`config.mk`:
```
export PLATFORM = sky130hd
export DESIGN_NAME = digit_serial_adder
export DESIGN_NICKNAME = d
export VERILOG_FILES = /design/src/rtl/digit_serial_adder.sv
export SDC_FILE = /design/constraint.sdc
export NUM_CORES = 1
export LEC_CHECK = 0
export CORE_UTILIZATION = 49
export DETAILED_ROUTE_END_ITERATION = 10
export GPL_TIMING_DRIVEN = 0
export PLACE_DENSITY = 0.77
export SLEW_MARGIN = 20
export SYNTH_ARGS = -nofsm -noshare
export SYNTH_HDL_FRONTEND = slang
export SYNTH_SLANG_ARGS = --single-unit
```
`constraint.sdc`:
```
create_clock -name clk -period 2.1 [get_ports clk]
set_clock_uncertainty 0.15 [all_clocks]
set_input_delay 0.21 -clock clk [delete_from_list [all_inputs] [get_ports clk]]
set_output_delay 0.21 -clock clk [all_outputs]
set_load 0.02 [all_outputs]
```
`src/rtl/digit_serial_adder.sv`:
```
// Multi-cycle adder/subtractor: DIGIT bits per clock, LSB digit first, carry chained in a register.
// Start/Done handshake; S/COut/Ovf are registered and change only as Done rises.
module digit_serial_adder #(
  parameter int unsigned WIDTH = 16,
  parameter int unsigned DIGIT = 4
) (
  input  logic             clk,
  input  logic             rst_n,
  input  logic             Start,
  input  logic             Sub,
  input  logic             CIn,
  input  logic [WIDTH-1:0] A,
  input  logic [WIDTH-1:0] B,
  output logic             Busy,
  output logic             Done,
  output logic [WIDTH-1:0] S,
  output logic             COut,
  output logic             Ovf
);

  localparam int unsigned N    = WIDTH / DIGIT;
  localparam int unsigned CntW = (N > 1) ? $clog2(N) : 1;

  typedef enum logic [1:0] {StIdle, StRun, StDone} state_e;

  state_e           r_state;
  state_e           w_state_next;
  logic [WIDTH-1:0] r_aop;
  logic [WIDTH-1:0] r_bop;
  logic [WIDTH-1:0] r_res;
  logic [WIDTH-1:0] w_res_next;
  logic             r_carry;
  logic [CntW-1:0]  r_cnt;
  logic [DIGIT:0]   w_sum;
  logic             w_msb_cin;
  logic             w_last;
  logic             w_accept;

  // Operands shift right each cycle, so the current digit is always in the low DIGIT bits.
  always_comb begin
    w_sum      = {1'b0, r_aop[DIGIT-1:0]} + {1'b0, r_bop[DIGIT-1:0]}
                 + {{DIGIT{1'b0}}, r_carry};
    // Carry into the digit MSB, recovered from the sum bit and its two addend bits.
    w_msb_cin  = w_sum[DIGIT-1] ^ r_aop[DIGIT-1] ^ r_bop[DIGIT-1];
    w_res_next = r_res;
    w_res_next[r_cnt*DIGIT +: DIGIT] = w_sum[DIGIT-1:0];
    w_last     = (r_cnt == CntW'(N - 1));
    w_accept   = Start && (r_state != StRun);
  end

  always_comb begin
    w_state_next = r_state;
    unique case (r_state)
      StIdle:  if (Start) w_state_next = StRun;
      StRun:   if (w_last) w_state_next = StDone;
      StDone:  w_state_next = Start ? StRun : StIdle;
      default: w_state_next = StIdle;
    endcase
  end

  always_ff @(posedge clk) begin
    if (!rst_n) begin
      r_state <= StIdle;
      r_aop   <= '0;
      r_bop   <= '0;
      r_res   <= '0;
      r_carry <= 1'b0;
      r_cnt   <= '0;
      S       <= '0;
      COut    <= 1'b0;
      Ovf     <= 1'b0;
    end else begin
      r_state <= w_state_next;
      if (w_accept) begin
        r_aop   <= A;
        r_bop   <= Sub ? ~B : B;
        r_carry <= Sub | CIn;
        r_res   <= '0;
        r_cnt   <= '0;
      end else if (r_state == StRun) begin
        r_aop   <= r_aop >> DIGIT;
        r_bop   <= r_bop >> DIGIT;
        r_carry <= w_sum[DIGIT];
        r_res   <= w_res_next;
        r_cnt   <= r_cnt + 1'b1;
        if (w_last) begin
          S    <= w_res_next;
          COut <= w_sum[DIGIT];
          Ovf  <= w_msb_cin ^ w_sum[DIGIT];
        end
      end
    end
  end

  assign Busy = (r_state == StRun);
  assign Done = (r_state == StDone);

endmodule

```
==> results of run 1 <==
==> sequential cells by signal (all words and copies together) (netlist names) <==
| signal | flops |
|---|---|
| COut | 1 |
| r_state | 2 |
| r_carry | 1 |
| r_cnt | 2 |
| r_aop | 16 |
| r_bop | 16 |
| r_res | 16 |
| S | 16 |
| Ovf | 1 |
==> metal layers <==
layer | track usage (%) | up-vias | share of wire, %
met1 | 25.4 | 1355 | 42
li1 | - | 1450 | -
met5 | 0 | - | 0
met4 | 10.4 | 0 | 2.4
met3 | 5.47 | 16 | 4.1
met2 | 40.5 | 73 | 51
==> cell usage after synthesis, types with 2 or more instances <==
cell type  instances
nand2b_1           2
a211oi_2           6
ha_1               9
o211a_1           18
clkbuf_1           8
nor3b_1            2
inv_1             10
a21oi_2            4
dfxtp_1           71
mux2i_1           15
and2_1             2
and3_1             3
buf_4              4
nand2_1           27
a22oi_1            4
nor2_1            55
buf_6              9
a31oi_1            2
fa_1               2
nor3b_2            5
buf_2              5
a221oi_1           4
a221oi_2           6
a211oi_1          17
a21oi_1           16
nor2b_1           16
o21ai_0            3
a32oi_1            6
xnor2_1           20
==> through the flow <==
step	power [mW]	setup slack [ns]
global route	3.22	-0.0420
detailed placement	2.07	-0.175
finish	3.07	0.0234
global placement	2.06	-0.119
CTS	3.09	0.00366
floorplan	1.90	0.0989
==> area by class of cell <==
class	instances	area (um^2)
plain buffers	27	201
clock buffers	15	176
fillers	587	2420
inverters	12	47.5
multi-input cells	263	2010
flip-flops and latches	71	1430
well taps	96	120
repair buffers	55	541
==> final timing paths <==
check                           endpoint  slack [ns]  depth (start not counted)
worst max-delay path            r_res[9]        0.02                          7
worst min-delay path                 Ovf        0.15                          3
worst max register to register  r_res[9]        0.02                          7
worst min register to register       Ovf        0.31                          2
==> kinds of logic (layout without fill, tap and decap cells) <==
kind of cell / Yosys count / in the layout / synth area share, %
xor+xnor: 22 / 22 / 5.54
compound gates: 92 / 92 / 21.7
simple gates: 123 / 123 / 18.1
mux: 15 / 15 / 4.16
fa+ha+maj: 11 / 11 / 4.23
flops: 71 / 71 / 39.4
buf+inv: 39 / 109 / 6.90
==> power breakdown <==
group / internal [mW] / switching [mW]
logic: 0.291 / 0.336
registers: 1.42 / 0.0462
clock network: 0.521 / 0.464
total: 2.23 / 0.846
==> timing repair <==
action	4_1_cts	5_1_grt
gates resized for setup	14	6
endpoints found under the setup margin	18	12
hold endpoints to repair	0	0
buffers inserted	2	0
pin swaps	3	2
==> worst min-delay path, stage by stage <==
cell and delay [ns]:
clkbuf_1 0.20, nand2_1 0.12, o2bb2ai_1 0.06
==> flow_summary_export.csv, run 1 <==
group,metric,value,unit
die,pin_count,57,
drt,ant_nets,0,
synthesis,synth_top_area_cell,"dfxtp_1",
clock_network,cts_root_buf,"clkbuf_8",
timing,post-route-period-util,98.9,%
setup_path,slowest_delay,0.49,ns
synthesis,syn-cell-area,3610,um^2
synthesis,synth-main-ff-cell,"dfxtp_1",
drt,dr.first_iter.drc_count,103,
timing,hold_violations,0,
place,post_dp_cell_area,4260,um^2
synthesis,async_reset_ff_share,0,%
die,die_h,87.8,um
place,hpwl,6000,um
setup_path,critPathCaptureType,"flop",
setup_path,crit_buf_inv,1,
finish,final_cell_mix,"67 x dfxtp_1, 54 x nor2_1, 52 x clkdlybuf4s50_1",
global_routing,grt_pass1_vias,2927,
drt,drc,0,
timing,clock.fmax,0.482,GHz
min_path,hp-class,"in2reg",
pwr,ir_drop,421,uV
clock_network,clkTransAtPathRegs,0.07,ns
setup_path,critPathMaxFanout,3,
finish,diodes,0,
run,maxCapViolations,0,
synthesis,netlist.area_leader.share,39.4,%
synthesis,synth_edf_count,0,
finish,final_area,4520,um^2
synthesis,synth_seq_cells,71,
clock_network,clk_latency,0.34,ns
setup_path,crit_type,"reg2reg",
finish,final_common_cell,"dfxtp_1",
synthesis,synth_cells,373,
clock_network,cts_tree,"yes",
timing,setup_violations,0,
setup_path,required,2.22,ns
synthesis,netlist-cell-type-count,51,
setup_path,cp_slowest_cell,"fa_2",
place,portBuffers,53,
global_routing,overflow,0,
die,die-area,7720,um^2
clock_network,cts_buffers,9,
setup_path,worst_ep_arrival_time,2.19,ns
pwr,leakage,1.91,nW
clock_network,clockBufferDepth,2,
timing,slew_viol_final,0,
setup_path,crit_chain,"fa_2, inv_1, fa_2, nor2_2, and3_1, a21oi_2, a211oi_2",
clock_network,cts_sinks,71,
clock_network,htree_levels,3,
clock_network,hold_buffers,0,
drt,via_per_inst,5.37,
finish,nets,487,
pwr,power_density,680,nW/um^2
global_routing,grt_pass1_wl,13300,um
timing,rsz0062_at_grt,"yes",
setup_path,cp_common_cell,"fa_2",
global_routing,grt_max_degree,11,
drt,wl_per_cell,14.8,um
die,core_area,6940,um^2
global_routing,grt_usage,22.6,%
die,initial_core_util,52.0,%
timing,relSlewSlack,66.0,%
timing,whs,0.147,ns
drt,firstDrtPassIters,4,
synthesis,syn_avg_cell_area,9.68,um^2
place,place_congestion,0.837,
finish,fin_util,65.1,%
synthesis,synth_area_leaders,"dfxtp_1 39%, nor2_1 5.7%, o211a_1 5.0%",
place,placed_cells_incl_taps,522,
die,dieWidth,87.8,um
timing,period_needed,2.08,ns
synthesis,yosysSeqAreaShare,39.4,%
global_routing,antenna_found_initial,0,
timing,timing.setup.tns,0,ns
setup_path,critPathTopFamily,"adder cells",
setup_path,crit_start,"r_aop[0]",
finish,fin_cells,539,
finish,layout-drive-gt1-share,18.1,%
min_path,hold_start,"rst_n",
timing,worstMarginPinSlew,0.509,ns
finish,area_delta_synth_final,25.2,%
die,core.rowCount,30,
status,status,"completed",
synthesis,syn-num-nets,421,
setup_path,start_kind,"flop",
synthesis,ys.warnings.count,0,
setup_path,r2r_start,"r_aop[0]",
drt,routed_wl,8000,um
drt,vias,2894,
(Power assumes the default switching activity.)
==> run 2: changes to the inputs <==
- CTS_CLUSTER_DIAMETER: default -> 150
==> results of run 2 <==
Final layout, timing and power as in run 1 (identical DEF).
